[config.mk]
export PLATFORM = sky130hd
export DESIGN_NAME = i2c_arb
export DESIGN_NICKNAME = d
export VERILOG_FILES = /design/src/rtl/i2c_arb.sv
export SDC_FILE = /design/constraint.sdc
export NUM_CORES = 1
export LEC_CHECK = 0
export CAP_MARGIN = 20
export CORE_AREA = 5 5 89 91
export CTS_CLUSTER_DIAMETER = 30
export DETAILED_ROUTE_END_ITERATION = 7
export DIE_AREA = 0 0 94 96
export GPL_ROUTABILITY_DRIVEN = 0
export MAX_ROUTING_LAYER = met4
export PLACE_DENSITY = 0.73
export RECOVER_POWER = 50
export REMOVE_ABC_BUFFERS = 1
export SLEW_MARGIN = 15
export SYNTH_ARGS = -nofsm -noshare
export SYNTH_HDL_FRONTEND = slang
export SYNTH_SLANG_ARGS = --single-unit
[constraint.sdc]
create_clock -name clk_i -period 2.3 [get_ports clk_i]
set_clock_uncertainty 0.2 [all_clocks]
set_input_delay 0.46 -clock clk_i [delete_from_list [all_inputs] [get_ports clk_i]]
set_output_delay 0.46 -clock clk_i [all_outputs]
set_load 0.01 [all_outputs]
[src/rtl/i2c_arb.sv]
// Two-requester round-robin arbiter in front of a single I2C master.
// Holds one transaction in flight and re-issues NACKed commands after an idle gap.
module i2c_arb #(
    parameter int MAX_RETRY  = 2,
    parameter int GAP_CYCLES = 1000
) (
    input  logic       clk_i,
    input  logic       rst_ni,

    input  logic       req0_val_i,
    output logic       req0_rdy_o,
    input  logic [6:0] req0_daddr_i,
    input  logic [7:0] req0_addr_i,
    input  logic [7:0] req0_data_i,
    input  logic       req0_wen_i,

    input  logic       req1_val_i,
    output logic       req1_rdy_o,
    input  logic [6:0] req1_daddr_i,
    input  logic [7:0] req1_addr_i,
    input  logic [7:0] req1_data_i,
    input  logic       req1_wen_i,

    output logic       rsp0_val_o,
    output logic       rsp0_err_o,
    output logic [7:0] rsp0_data_o,
    input  logic       rsp0_rdy_i,

    output logic       rsp1_val_o,
    output logic       rsp1_err_o,
    output logic [7:0] rsp1_data_o,
    input  logic       rsp1_rdy_i,

    output logic       m_val_o,
    output logic [6:0] m_daddr_o,
    output logic [7:0] m_addr_o,
    output logic [7:0] m_data_o,
    output logic       m_wen_o,
    input  logic       m_rdy_i,

    input  logic       m_rsp_val_i,
    input  logic       m_rsp_err_i,
    input  logic [7:0] m_rsp_data_i,
    output logic       m_rsp_rdy_o,

    output logic       busy_o
);

    localparam int RW = (MAX_RETRY > 0) ? $clog2(MAX_RETRY + 1) : 1;
    localparam int GW = $clog2(GAP_CYCLES + 1);
    localparam logic [RW-1:0] RETRY_MAX = RW'(MAX_RETRY);
    localparam logic [GW-1:0] GAP_LOAD  = GW'(GAP_CYCLES - 1);

    localparam logic [2:0] S_IDLE  = 3'd0;
    localparam logic [2:0] S_ISSUE = 3'd1;
    localparam logic [2:0] S_WAIT  = 3'd2;
    localparam logic [2:0] S_GAP   = 3'd3;
    localparam logic [2:0] S_RESP  = 3'd4;

    logic [2:0]    state_q, state_d;
    logic          grant_q, grant_d;
    logic          last_grant_q, last_grant_d;
    logic [RW-1:0] retry_q, retry_d;
    logic [GW-1:0] gap_q, gap_d;
    logic [6:0]    daddr_q, daddr_d;
    logic [7:0]    addr_q, addr_d;
    logic [7:0]    wdata_q, wdata_d;
    logic          wen_q, wen_d;
    logic          err_q, err_d;
    logic [7:0]    rdata_q, rdata_d;
    logic          pick;

    // On a tie the requester that did not complete last wins.
    always_comb begin
        if (req0_val_i && req1_val_i) begin
            pick = ~last_grant_q;
        end else begin
            pick = req1_val_i;
        end
    end

    always_comb begin
        state_d      = state_q;
        grant_d      = grant_q;
        last_grant_d = last_grant_q;
        retry_d      = retry_q;
        gap_d        = gap_q;
        daddr_d      = daddr_q;
        addr_d       = addr_q;
        wdata_d      = wdata_q;
        wen_d        = wen_q;
        err_d        = err_q;
        rdata_d      = rdata_q;
        case (state_q)
            S_IDLE: begin
                if (req0_val_i || req1_val_i) begin
                    grant_d = pick;
                    daddr_d = pick ? req1_daddr_i : req0_daddr_i;
                    addr_d  = pick ? req1_addr_i  : req0_addr_i;
                    wdata_d = pick ? req1_data_i  : req0_data_i;
                    wen_d   = pick ? req1_wen_i   : req0_wen_i;
                    retry_d = '0;
                    state_d = S_ISSUE;
                end
            end
            S_ISSUE: begin
                if (m_rdy_i) begin
                    state_d = S_WAIT;
                end
            end
            S_WAIT: begin
                if (m_rsp_val_i) begin
                    err_d   = m_rsp_err_i;
                    rdata_d = m_rsp_data_i;
                    if (m_rsp_err_i && (retry_q < RETRY_MAX)) begin
                        retry_d = retry_q + 1'b1;
                        gap_d   = GAP_LOAD;
                        state_d = S_GAP;
                    end else begin
                        state_d = S_RESP;
                    end
                end
            end
            S_GAP: begin
                if (gap_q == '0) begin
                    state_d = S_ISSUE;
                end else begin
                    gap_d = gap_q - 1'b1;
                end
            end
            S_RESP: begin
                if (grant_q ? rsp1_rdy_i : rsp0_rdy_i) begin
                    last_grant_d = grant_q;
                    state_d      = S_IDLE;
                end
            end
            default: state_d = S_IDLE;
        endcase
    end

    always_ff @(posedge clk_i or negedge rst_ni) begin
        if (!rst_ni) begin
            state_q      <= S_IDLE;
            grant_q      <= 1'b0;
            last_grant_q <= 1'b1;
            retry_q      <= '0;
            gap_q        <= '0;
            daddr_q      <= '0;
            addr_q       <= '0;
            wdata_q      <= '0;
            wen_q        <= 1'b0;
            err_q        <= 1'b0;
            rdata_q      <= '0;
        end else begin
            state_q      <= state_d;
            grant_q      <= grant_d;
            last_grant_q <= last_grant_d;
            retry_q      <= retry_d;
            gap_q        <= gap_d;
            daddr_q      <= daddr_d;
            addr_q       <= addr_d;
            wdata_q      <= wdata_d;
            wen_q        <= wen_d;
            err_q        <= err_d;
            rdata_q      <= rdata_d;
        end
    end

    // Ready is gated by reset so nothing looks accepted while rst_ni is low.
    always_comb begin
        req0_rdy_o  = rst_ni && (state_q == S_IDLE) && req0_val_i && !pick;
        req1_rdy_o  = rst_ni && (state_q == S_IDLE) && req1_val_i && pick;
        m_val_o     = (state_q == S_ISSUE);
        m_daddr_o   = daddr_q;
        m_addr_o    = addr_q;
        m_data_o    = wdata_q;
        m_wen_o     = wen_q;
        m_rsp_rdy_o = (state_q == S_WAIT);
        busy_o      = (state_q != S_IDLE);
        rsp0_val_o  = (state_q == S_RESP) && !grant_q;
        rsp1_val_o  = (state_q == S_RESP) && grant_q;
        rsp0_err_o  = rsp0_val_o && err_q;
        rsp1_err_o  = rsp1_val_o && err_q;
        rsp0_data_o = rsp0_val_o ? rdata_q : 8'h00;
        rsp1_data_o = rsp1_val_o ? rdata_q : 8'h00;
    end

endmodule

; Yosys cells after proc, flatten, opt, wreduce, memory -nomap -nowiden
; Cells that the tools add are included.
[totals]
ff_bits = 50
mem_bits_rw = 0
latch_bits = 0
word_cells = 74
mem_count = 0
inputBits = 65
output_inout_bits = 49
romBits = 0
[op_classes]
n_div = 0
n_reduce_logical = 25
bitwise = 1
muxes = 23
eq_ne = 11
order_cmp = 1
n_mul = 0
n_shift = 0
add_sub_neg = 2
[ops]
columns = cell, n
row1 = two-way mux 8 bit, 4
row2 = two-way mux 10 bit, 3
row3 = one-hot mux 10 bit (2 select lines), 1
row4 = two-way mux 3 bit, 6
row5 = one-hot mux 3 bit (5 select lines), 1
row6 = logical AND 1 bit, 11
row7 = zero test 10 bit, 1
row8 = "!= test 2 bit, second input constant", 5
row9 = "subtractor 10 x 1 -> 10 bit, second input constant", 1
row10 = AND reduction 4 bit, 2
row11 = two-way mux 7 bit, 1
row12 = "== test 3 x 2 -> 1 bit, second input constant", 2
row13 = two-way mux 2 bit, 3
row14 = AND reduction 2 bit, 3
row15 = AND reduction 5 bit, 1
row16 = "!= test 2 x 1 -> 1 bit, second input constant", 2
row17 = one-hot mux 2 bit (2 select lines), 1
row18 = nonzero test 2 bit, 2
row19 = "== test 3 x 1 -> 1 bit, second input constant", 1
row20 = "== test 3 bit, second input constant", 1
row21 = zero test 3 bit, 1
row22 = two-way mux 1 bit, 3
row23 = nonzero test 3 bit, 1
row24 = "adder 2 x 1 -> 2 bit, second input constant", 1
row25 = 4 further kinds, 5

; Depth between registers and ports, before layout
[depth]
word_depth = 5
ltp_mapped = 6
ltp_nobuf = 6

; Least setup slack after synthesis
; Ideal clock, no wire load.
[synth_timing]
kind = register -> output
start = register state_q[1]
end = output rsp0_data_o[0]
path_buffers = 2
arrival_time_ns = 1.509
stages_incl_launch_ff = 6
path_slack_ns = 0.131
required_time_ns = 1.640
path_cell_list = dfrtp_1 > clkbuf_1 > nor3b_1 > nor2b_1 > clkbuf_1 > and2_1
[synth_via]
elab_chain_cells = 3
[synth_rtl]
columns = item, line_no
row1 = start: declaration, 60  ; logic [2:0] state_q, state_d;
row2 = start signal: assignment, 155  ; state_q <= state_d;
row3 = == test 3 bit, 180  ; rsp0_val_o = (state_q == S_RESP) && !grant_q;
row4 = logical AND 1 bit, 180
row5 = net rsp0_val_o, 24  ; output logic rsp0_val_o,
row6 = two-way mux 8 bit, 184  ; rsp0_data_o = rsp0_val_o ? rdata_q : 8'h00;
row7 = end: declaration, 26  ; output logic [7:0] rsp0_data_o,
; The timed path passes the listed nets, and every way through them passes these cells.

; Worst setup path in the final report
[layout_timing]
start = input req0_val_i
end = output req0_rdy_o
[layout_via]
elab_chain_cells = 4
word_cells_on_any_way = 5
cone_classes = mux: 1 / reduce/logical: 4
[layout_rtl]
columns = item, line_no
row1 = start: declaration, 10  ; input logic req0_val_i,
row2 = logical AND 1 bit, 75  ; if (req0_val_i && req1_val_i) begin
row3 = two-way mux 1 bit, 75
row4 = zero test 1 bit, 171  ; req0_rdy_o = rst_ni && (state_q == S_IDLE) && req0_val_i && !pick;
row5 = logical AND 1 bit *, 171
row6 = end: declaration, 11  ; output logic req0_rdy_o,
; Mark *: on every way between the ends. The rest lies on a longest branch, timed or not.

==> run metrics <==
RSZ-0062 raised after global routing=no; fin crit period=2.231 ns; Mapped Cells=257; hold_sp=gap_q[0]; Tot Pwr=0.004200 W; CTS tree=yes; register area=1252 sq um; setup violators final=0; Final Hold Vio Count=0; Critical Path End Type=primary output; Final HPWL DP=5024 um; Most used DFF post-synth=dfrtp_1; crit path DAT=1.57 ns; detail-routed via count per cell=4.896; Yosys Warn Count=0; hold path endpoint=gap_q[0]; clock tree buffer depth=2; Yosys top cell by area=dfrtp_1; CP max FO=4; Net Sw Frac=0.3495; Hold Crit Class=reg -> reg; mux contribution to synthesized area=0.1569; layout cells sized above 1=0.1474; xor/xnor share of the synthesized area=0; largest net degree at the start of global routing=51; Critical Setup Path Class=in -> out; Data required, critical path=1.64 ns; Tcrit/Tclk final=0.9701; Max Freq=448.2 MHz; critical path launch point type=input pin; Int Power=0.002732 W; Clk pwr share=0.179; vias in the first global route=2365; max cap viols=0; Die Width=94 um; top-count cell post-synth=dfrtp_1; CTS Root Cell=clkbuf_8; Seq cells post-synth=50; hold-critical path depth=1; max-slew violation count=0; PD cells=1049 nW/um^2; Worst VDD drop=415.9 uV; top cells by area, synth=dfrtp_1 48%, mux2i_1 11%, a21oi_1 6.0%; sequential fraction of the synthesis area=0.4862; Reg2Reg Setup Slack=0.10 ns; clock slew at reported path FFs=0.09 ns; Synth Cell Area=2576 sq um; final instance area=4003 sq um; Layout fillers=666; Adder-Cell Fraction of Synth Area=0.004857; Core Area=7059 sq um; Worst slew margin=0.1728; Async SR Flop Fraction=1.000; Num CTS Buffers=5; depth of the most critical reg-to-reg path=4; largest family of logic cells by synthesized area=simple AND/OR/NAND/NOR gates; # DRC=0; Worst-Skew Late Latency=0.30 ns; Post-Place Cells=469; Critical Path Source=req0_val_i; simple-gate share of the synthesized area=0.1816; area fraction in compound gates after synthesis=0.1263; DIE AREA=9024 sq um; Netlist cell types=40; FP Rows=31; worst reg2reg path endpoint=state_q[1]; Hold-fix buffers, CTS=0; Psw=0.001468 W; IO Count=114; first-pass GRT wire length=10760 um; I/O Buffers=113; drt total wl=6710 um; Finished Layout Cells=480; outcome=finished clean; H-tree levels=2; Leak=1.766 nW; area occupied by multi-input gates=1234 sq um; total grt overflow=0; area share of the largest cell type after synthesis=0.4760; most frequent cells after synthesis=49 x dfrtp_1, 33 x nor2_1, 31 x a21oi_1, 28 x mux2i_1, 12 x and2_1; Placed Area=3911 sq um; antenna viol nets, final=0; Via Count=2350; nets=445; Die Y-Extent=96 um; total global routing track utilization=0.1544; Comb pwr share=0.455; # clock sinks=50; area grow syn2layout=55.37%; initial antenna violation count=1; initial DRC count=146; Mapped Avg Cell Area=10.02 sq um; Post-synth EDFFs=0; worst-margin pin slew=1.241 ns; Detailed Routing Iterations Pass 1=4; Sequential Power Share=0.366; wire length per cell=13.98 um; r2r startpoint=gap_q[6]; Starting Density=0.3649
[state kept, by name (all words and copies together) (netlist names), 2 cells and up]
| name | flops |
|---|---|
| state_q | 3 |
| gap_q | 10 |
| retry_q | 2 |
| m_daddr_o | 7 |
| m_addr_o | 8 |
| rdata_q | 8 |
| m_data_o | 8 |
[cell type report]
type,count,share of cell area
Sequential cell,50,0.3129
Clock buffer,6,0.02063
Timing Repair Buffer,132,0.3013
Tap cell,99,0.03095
Antenna cell,1,0.0006252
Inverter,11,0.01032
Clock inverter,2,0.01500
Multi-Input combinational cell,179,0.3082
[repair_timing]
item                                    in CTS  in global routing
endpoints found under the setup margin      25                 15
gates resized for setup                     31                 22
setup buffers                                2                  0
pin swaps                                    1                  1
[per-layer routing]
layer / up-vias / track usage / share of wire
li1: 1156 / - / -
met2: 93 / 0.2614 / 0.50
met4: 0 / 0.04332 / 0.017
met3: 15 / 0.05238 / 0.090
met1: 1086 / 0.1750 / 0.40
met5: - / - / 0
[per-stage QoR]
stage                     setup slack (ns)    util  TNS (ns)  hold slack, ns
after floorplan                     -1.916       -    -46.15        -0.03559
after global placement             -0.2029  0.5541   -0.3906          0.2649
after detailed placement           -0.2336  0.5541   -0.5322          0.2708
after CTS                        0.0006467  0.5743         0          0.1169
after global routing              0.006234  0.5670         0          0.3116
final                              0.06888  0.5670         0          0.2851
[kinds of logic after synthesis]
logic type,after synthesis
AND/OR/NAND/NOR,88
AO/OA/AOI/OAI,51
flip-flops,50
multiplexers,39
buffers and inverters,28
adder cells (fa/ha/maj),1
[worst max-delay path, cell delays in order]
cell           delay, ns
dlygate4sd3_1       0.60
a21boi_4            0.18
and4b_1             0.21
clkbuf_2            0.12
[power groups by stage]
stage / clock network, W / logic (W) / registers [W]
2_1_floorplan: 0 / 0.000894 / 0.00165
3_3_place_gp: 0 / 0.00197 / 0.00153
3_5_place_dp: 0 / 0.00201 / 0.00156
4_1_cts: 0.000776 / 0.00200 / 0.00155
5_1_grt: 0.000806 / 0.00211 / 0.00159
6_report: 0.000754 / 0.00191 / 0.00154
[worst max path at each step]
stage	to	slack (ns)	depth (start not counted)
detailed placement	req0_rdy_o	-0.23	4
global route	rsp1_data_o[4]	0.006	4
global placement	req0_rdy_o	-0.20	4
finish	req0_rdy_o	0.07	4
floorplan	req1_rdy_o	-1.92	2
CTS	req0_rdy_o	0.0006	5
[placed cells by master, fill, tap and decap left out, drive strengths merged, types with 4 or more instances in the layout]
cell type | synthesis | routed
clkdlybuf4s50 | 0 | 67
dfrtp | 49 | 49
o21ai | 5 | 5
and3 | 10 | 10
mux2i | 28 | 28
dlygate4sd2 | 0 | 11
nand2 | 5 | 5
a21oi | 31 | 31
and2 | 12 | 12
o31ai | 5 | 5
nand3 | 4 | 4
buf | 9 | 17
inv | 11 | 11
nor2 | 33 | 33
dlygate4sd3 | 0 | 20
mux2 | 11 | 11
clkbuf | 8 | 20
or4 | 5 | 5
(Power assumes the default switching activity.)
